`src/rtl/regfile_sequencer_pkg.sv`:
```
// Shared definitions for the register-file sequencer: command encodings,
// default geometry and the controller state enum.
package regfile_sequencer_pkg;

    localparam int unsigned NUM_REGS_DEF = 32;
    localparam int unsigned SEL_W_DEF    = 5;
    localparam int unsigned DATA_W_DEF   = 32;
    localparam int unsigned MODE_W       = 2;

    localparam logic [MODE_W-1:0] MODE_DUMP  = 2'b00;
    localparam logic [MODE_W-1:0] MODE_LOAD  = 2'b01;
    localparam logic [MODE_W-1:0] MODE_CLEAR = 2'b10;
    localparam logic [MODE_W-1:0] MODE_RSVD  = 2'b11;

    typedef enum logic [2:0] {
        ST_IDLE  = 3'd0,
        ST_DUMP  = 3'd1,
        ST_LOAD  = 3'd2,
        ST_CLEAR = 3'd3,
        ST_DONE  = 3'd4
    } state_e;

endpackage

```
`src/rtl/regfile_sequencer.sv`:
```
// Bus-side initiator for the register file. Walks every register index in
// order, either dumping contents onto an outbound valid/ready stream or
// loading an inbound stream into r1..r(NUM_REGS-1); can also issue a
// one-cycle bank clear. Owns the register-file pins while busy.
//
// Ports:
//   clock, rst                 - clock, asynchronous active-high reset
//   start, mode                - command strobe and command (sampled in IDLE)
//   busy, done, err            - status; done/err are one-cycle pulses
//   out_valid/out_ready/out_data - dump stream (out_data combinational)
//   in_valid/in_ready/in_data  - load stream
//   rf_readSel, rf_readOut     - register file read port 1
//   rf_writeSel, rf_data, rf_we - register file write port (registered)
//   rf_rst                     - register file synchronous clear request
module regfile_sequencer
    import regfile_sequencer_pkg::*;
#(
    parameter int unsigned NUM_REGS = NUM_REGS_DEF,
    parameter int unsigned SEL_W    = SEL_W_DEF,
    parameter int unsigned DATA_W   = DATA_W_DEF
) (
    input  logic              clock,
    input  logic              rst,
    input  logic              start,
    input  logic [MODE_W-1:0] mode,
    output logic              busy,
    output logic              done,
    output logic              err,
    output logic              out_valid,
    input  logic              out_ready,
    output logic [DATA_W-1:0] out_data,
    input  logic              in_valid,
    output logic              in_ready,
    input  logic [DATA_W-1:0] in_data,
    output logic [SEL_W-1:0]  rf_readSel,
    input  logic [DATA_W-1:0] rf_readOut,
    output logic [SEL_W-1:0]  rf_writeSel,
    output logic [DATA_W-1:0] rf_data,
    output logic              rf_we,
    output logic              rf_rst
);

    localparam logic [SEL_W-1:0] LAST_IDX  = SEL_W'(NUM_REGS - 1);
    localparam logic [SEL_W-1:0] FIRST_LD  = SEL_W'(1);

    state_e              state_q, state_d;
    logic [SEL_W-1:0]    idx_q, idx_d;
    logic                err_q, err_d;
    logic                we_q, we_d;
    logic [SEL_W-1:0]    wsel_q, wsel_d;
    logic [DATA_W-1:0]   wdata_q, wdata_d;

    // State, index and write-port registers
    always_ff @(posedge clock or posedge rst) begin
        if (rst) begin
            state_q <= ST_IDLE;
            idx_q   <= '0;
            err_q   <= 1'b0;
            we_q    <= 1'b0;
            wsel_q  <= '0;
            wdata_q <= '0;
        end else begin
            state_q <= state_d;
            idx_q   <= idx_d;
            err_q   <= err_d;
            we_q    <= we_d;
            wsel_q  <= wsel_d;
            wdata_q <= wdata_d;
        end
    end

    // Next-state and write-port capture
    always_comb begin
        state_d = state_q;
        idx_d   = idx_q;
        err_d   = 1'b0;
        we_d    = 1'b0;
        wsel_d  = wsel_q;
        wdata_d = wdata_q;

        unique case (state_q)
            ST_IDLE: begin
                if (start) begin
                    unique case (mode)
                        MODE_DUMP: begin
                            state_d = ST_DUMP;
                            idx_d   = '0;
                        end
                        MODE_LOAD: begin
                            state_d = ST_LOAD;
                            idx_d   = FIRST_LD;
                        end
                        MODE_CLEAR: state_d = ST_CLEAR;
                        default:    err_d   = 1'b1;
                    endcase
                end
            end
            ST_DUMP: begin
                // out_valid is always high here, so out_ready alone completes the handshake
                if (out_ready) begin
                    if (idx_q == LAST_IDX) state_d = ST_DONE;
                    else                   idx_d   = idx_q + SEL_W'(1);
                end
            end
            ST_LOAD: begin
                if (in_valid) begin
                    we_d    = 1'b1;
                    wsel_d  = idx_q;
                    wdata_d = in_data;
                    if (idx_q == LAST_IDX) state_d = ST_DONE;
                    else                   idx_d   = idx_q + SEL_W'(1);
                end
            end
            ST_CLEAR: state_d = ST_DONE;
            ST_DONE:  state_d = ST_IDLE;
            default:  state_d = ST_IDLE;
        endcase
    end

    // Status and stream strobes are direct decodes of the state register
    assign busy        = (state_q != ST_IDLE);
    assign done        = (state_q == ST_DONE);
    assign err         = err_q;
    assign out_valid   = (state_q == ST_DUMP);
    assign in_ready    = (state_q == ST_LOAD);
    assign rf_rst      = (state_q == ST_CLEAR);
    assign rf_readSel  = idx_q;
    assign out_data    = rf_readOut;
    assign rf_we       = we_q;
    assign rf_writeSel = wsel_q;
    assign rf_data     = wdata_q;

endmodule

```
`config.mk`:
```
export PLATFORM = sky130hd
export DESIGN_NAME = regfile_sequencer
export DESIGN_NICKNAME = d
export VERILOG_FILES = /design/src/rtl/regfile_sequencer_pkg.sv /design/src/rtl/regfile_sequencer.sv
export SDC_FILE = /design/constraint.sdc
export NUM_CORES = 1
export LEC_CHECK = 0
export CAP_MARGIN = 20
export CORE_ASPECT_RATIO = 1.25
export CORE_UTILIZATION = 35
export CTS_CLUSTER_DIAMETER = 30
export DETAILED_ROUTE_END_ITERATION = 12
export PLACE_DENSITY = 0.79
export SYNTH_ARGS = -nofsm -noshare
export SYNTH_HDL_FRONTEND = slang
export SYNTH_SLANG_ARGS = --single-unit
```
`constraint.sdc`:
```
create_clock -name clock -period 6.13 [get_ports clock]
set_input_delay 0.613 -clock clock [delete_from_list [all_inputs] [get_ports clock]]
set_output_delay 0.613 -clock clock [all_outputs]
set_load 0.02 [all_outputs]
```
==> results of run 1 <==
[area by class of cell]
cell class	instances	area [sq um]	area share
Clock buffer	6	82.6	0.0264
Clock inverter	2	35.0	0.0112
Tap cell	85	106	0.0340
Inverter	7	26.3	0.00841
Multi-Input combinational cell	88	808	0.259
Timing Repair Buffer	88	891	0.285
Sequential cell	47	1180	0.376
[Yosys cell counts (all sizes together), types with 2 or more instances]
cell | n | area (sq um)
a211o | 2 | 26.3
a21oi | 2 | 10.0
and3 | 3 | 18.8
buf | 39 | 299
dfrtp | 47 | 1180
ha | 6 | 75.1
inv | 7 | 26.3
mux2 | 38 | 428
mux2i | 2 | 20.0
nand2 | 3 | 11.3
nor2 | 4 | 15.0
nor3 | 6 | 41.3
o21ai | 4 | 20.0
o22ai | 2 | 12.5
o31ai | 2 | 15.0
or2 | 2 | 15.0
[routing by layer]
layer,part of all wire,wire length (um),global-route usage
met5,0,0,0
met4,0.015,70,0.0487
met3,0.068,313,0.0424
met2,0.53,2460,0.248
met1,0.39,1780,0.145
[power groups by stage]
stage / Clock, mW / Sequential [mW] / Combinational (mW)
global route: 0.253 / 0.555 / 0.842
detailed placement: 0 / 0.542 / 0.793
global placement: 0 / 0.532 / 0.778
finish: 0.233 / 0.532 / 0.786
floorplan: 0 / 0.667 / 0.350
CTS: 0.244 / 0.535 / 0.796
[stage by stage]
step	hold slack, ns	std cells
4_1_cts	0.515	322
2_1_floorplan	0.551	181
6_report	0.498	323
3_3_place_gp	0.489	314
3_5_place_dp	0.494	314
5_1_grt	0.490	323
[path summary, 6_finish.rpt]
check / startpoint / endpoint / slack [ns] / depth (start not counted)
max: state_q[1] / in_ready / 3.59 / 3
min reg2reg: rf_data[20] / rf_data[20] / 0.51 / 1
min: rst / rf_data[10] / 0.50 / 2
min in group clock: rf_data[20] / rf_data[20] / 0.51 / 1
max reg2reg: state_q[1] / rf_data[16] / 3.83 / 4
max in group asynchronous: rst / rf_data[17] / 5.20 / 3
[flip-flops by register name, summed over array words and instances, names as in the netlist]
signal       flops
rf_data         32
err              1
rf_we            1
rf_readSel       5
state_q          3
rf_writeSel      5
[worst register-to-register path, cell delays in order, from the launching register on]
cell and delay [ns]:
dfrtp_1 0.60, inv_1 0.15, nor3_1 0.24, and2_2 0.77
mux2_2 0.43
[cell families (layout without fill, tap and decap cells)]
logic type               Yosys count  count (layout)  share of synthesized area
flip-flops                        47              47                      0.509
buffers and inverters             46             103                      0.141
multiplexers                      40              40                      0.194
AND/OR/NAND/NOR                   26              26                     0.0672
AO/OA/AOI/OAI                     15              15                     0.0520
adder cells (fa/ha/maj)            6               6                     0.0325
XOR/XNOR                           1               1                    0.00379
[cells in the final DEF (no fill, tap or decap), types with 2 or more instances in the layout]
| cell type | netlist | routed |
|---|---|---|
| nand2_1 | 3 | 3 |
| a21oi_1 | 2 | 2 |
| dfrtp_1 | 47 | 47 |
| ha_1 | 6 | 6 |
| and3_1 | 3 | 3 |
| nor3_1 | 5 | 5 |
| clkbuf_8 | 0 | 6 |
| o31ai_1 | 2 | 2 |
| o21ai_0 | 4 | 4 |
| inv_1 | 7 | 6 |
| clkdlybuf4s50_1 | 0 | 87 |
| mux2i_1 | 2 | 2 |
| nor2_1 | 4 | 4 |
| mux2_2 | 38 | 38 |
| o22ai_1 | 2 | 2 |
==> run metrics, run 1 <==
H-tree lvl count 2; fmax 394 MHz; Remaining Overflow, GRT 0; setup TNS 0 ns; Sequential Power Share 0.343; Top FF cell, synth dfrtp_1; CP startpoint kind flop; HPWL after DPL 3.34 mm; first-pass GRT wire length 7.19 mm; slowest CP cell clkdlybuf4s50_1; Worst IR Drop VDD 0.154 mV; PortBufs 87; Syn Area/Cell 12.8 sq um; hold buffers post-CTS 0; Die Y-Extent 92.8 um; Worst-Margin Slew 0.886 ns; sequential fraction of the synthesis area 0.509; antenna viol nets, final 0; routability cong. 0.788; Layout fillers 580; setup bufs post-CTS 0; syn_nets 258; Detailed Route WL 4.62 mm; Syn Inst Count 181; DIE AREA 0.00693 sq mm; yosys warns 0; crit-path max FO 10; ANT cells 0; Critical Path End Type output port; CTS sink count 47; EDFF count, synth 0; row cnt 32; vias in the first global route 1,552; WP buf/inv 2; Power, Total 1.55 mW; Final Setup Violations 0; Comb pwr share 0.507; DRC Markers 0; Syn-to-layout area delta 35.4%; antenna violations before repair 0; Leakage 1.32 nW; Post-Place Setup Slack 3.60 ns; min cycle time layout 2.54 ns; root buffer cell clkbuf_8; outcome completed; Rel. slew slack 0.409; vias per cell 4.73; Skew-Pair Late Insertion Delay 0.29 ns; Syn Std Cell Area 0.00231 sq mm; drt first pass iters 3; Final Net Count 314; Net Sw Power 0.559 mW; critical path type flop to output port; Clock power frac 0.150; Slew Viols, Final 0; hold violation count in the final report 0; initial core utilization 0.367; Data required, critical path 5.52 ns; Crit path max-delay family buffers and inverters; DR WL/cell 14.3 um; Internal 0.992 mW; DIE WIDTH 74.6 um; overall routing resource usage 0.137; worst-path cell chain inv_1 > nor3_1 > clkdlybuf4s50_1; final instance area 0.00313 sq mm; critical path arrival 1.92 ns; largest net degree at the start of global routing 48; flops & latches, synth 47; Min-Delay Path Class input pin to async pin; Clock Skews 0.00281 ns; cts bufs inserted 5; via count 1,527; fraction of layout cells with a size suffix above 1 0.231; Final Cycle Share 0.414; Yosys cell types 33; DRT iter0 DRCs 21; Clk pin slew, worst setup/hold paths 0.08 ns; core footprint 0.00629 sq mm; IO Pins 152; Final Util 0.497; CTS tree built; Sw Share 0.360; PD cells 496 mW/mm^2; minimum setup slack in the final design 3.59 ns; MaxCap Viol Count 0; post-CTS resize count 0; max incr delay on CP 0.65 ns; asr flop ratio synth 1.00; Clock Tree Buf Depth 2; RSZ-0062 raised after global routing false; Placed Area 0.00299 sq mm
Note: power is estimated with default switching activity, not from simulation.
==> run 2, diff against run 1 <==
==> constraint.sdc (replaced) <==
create_clock -name clock -period 2.5 [get_ports clock]
set_input_delay 0.25 -clock clock [delete_from_list [all_inputs] [get_ports clock]]
set_output_delay 0.25 -clock clock [all_outputs]
set_load 0.02 [all_outputs]
==> run metrics, run 2 (synthesis results as in run 1) <==
Worst path depth 3; vias per cell 4.70; Final Setup Violations 0; Min-Delay Path Class input pin to async pin; Worst IR Drop VDD 0.389 mV; DIE WIDTH 74.6 um; Worst-Margin Slew 0.465 ns; WP buf/inv 2; HPWL after DPL 3.63 mm; Critical Path End Type output port; critical path arrival 1.96 ns; Data required, critical path 2.25 ns; MaxCap Viol Count 0; Detailed Route WL 4.70 mm; Skew-Pair Late Insertion Delay 0.29 ns; DRT iter0 DRCs 17; routability cong. 0.792; max incr delay on CP 0.66 ns; H-tree lvl count 2; outcome completed; PortBufs 87; Final Cycle Share 0.882; hold violation count in the final report 0; Syn-to-layout area delta 34.6%; Sw Share 0.370; PD cells 1190 mW/mm^2; largest net degree at the start of global routing 21; number of flip-flops in the largest register 32; Reg area 0.00118 sq mm; flop-to-flop setup slack 0.39 ns; Crit path max-delay family buffers and inverters; Net Sw Power 1.36 mW; post-CTS resize count 0; min cycle time layout 2.21 ns; Rel. slew slack 0.690; Clock power frac 0.117; Reg-to-Reg End rf_readSel[0]; cts bufs inserted 5; setup TNS 0 ns; fmax 453 MHz; Final Util 0.494; crit-path max FO 10; IO Pins 152; hold buffers post-CTS 0; Comb pwr share 0.531; commonest non-fill, non-tap cells in the layout clkdlybuf4s50_1 (87), dfrtp_1 (47), mux2_2 (38); Sequential Power Share 0.352; Final Net Count 318; Hold Worst Slack 0.199 ns; slowest CP cell clkdlybuf4s50_1; Slew Viols, Final 0; ANT cells 0; Leakage 1.32 nW; Clock Skews 0.00509 ns; Remaining Overflow, GRT 0; Clock Tree Buf Depth 2; DRC Markers 0; antenna viol nets, final 0; via count 1,537; core footprint 0.00629 sq mm; setup bufs post-CTS 0; commonest non-fill, non-tap cell in the layout clkdlybuf4s50_1; first-pass GRT wire length 7.26 mm; multi-input logic area 808 sq um; Die Y-Extent 92.8 um; CTS tree built; Internal 2.32 mW; row cnt 32; worst-path cell chain inv_1 > nor3_1 > clkdlybuf4s50_1; DIE AREA 0.00693 sq mm; critical path type flop to output port; fraction of layout cells with a size suffix above 1 0.236; antenna violations before repair 0; R2R depth 7; Layout fillers 589; DR WL/cell 14.4 um; CTS sink count 47; reg2reg start rf_readSel[1]; overall routing resource usage 0.140; initial core utilization 0.367; drt first pass iters 4; Clk pin slew, worst setup/hold paths 0.08 ns; CP startpoint kind flop; vias in the first global route 1,548; RSZ-0062 raised after global routing false; root buffer cell clkbuf_8
==> run 2: cell type report <==
| cell class | count | area share |
|---|---|---|
| Clock buffer | 7 | 0.0246 |
| Inverter | 7 | 0.00846 |
| Tap cell | 85 | 0.0342 |
| Multi-Input combinational cell | 88 | 0.260 |
| Clock inverter | 1 | 0.00161 |
| Sequential cell | 47 | 0.379 |
| Timing Repair Buffer | 92 | 0.292 |
==> run 2: worst max-delay path by stage <==
stage	slack, ns	startpoint	to
6_report	0.29	state_q[1]	in_ready
5_1_grt	0.14	state_q[1]	in_ready
4_1_cts	0.30	state_q[1]	in_ready
3_5_place_dp	0.30	mode[1]	rf_readSel[0]
3_3_place_gp	0.35	mode[1]	rf_readSel[0]
2_1_floorplan	0.41	rf_readSel[0]	rf_readSel[0]
==> run 2: routing by layer <==
metal	wire [um]	global-route usage
met1	1720	0.141
met2	2590	0.258
met3	333	0.0490
met4	59	0.0472
met5	0	0
==> run 2: power by group through the flow <==
stage / clock network [mW] / registers, mW / logic [mW]
floorplan: 0 / 1.64 / 0.858
global placement: 0 / 1.29 / 1.94
detailed placement: 0 / 1.32 / 1.98
CTS: 0.453 / 1.30 / 1.98
global route: 0.474 / 1.35 / 2.09
finish: 0.431 / 1.30 / 1.95
==> run 2: per-stage QoR <==
stage          cells  total power [mW]  setup WS, ns  instance area (sq um)
2_1_floorplan    181              2.49         0.414                   2310
3_3_place_gp     319              3.24         0.347                   3030
3_5_place_dp     319              3.30         0.297                   3030
4_1_cts          327              3.74         0.300                   3110
5_1_grt          327              3.91         0.144                   3110
6_report         327              3.68         0.294                   3110
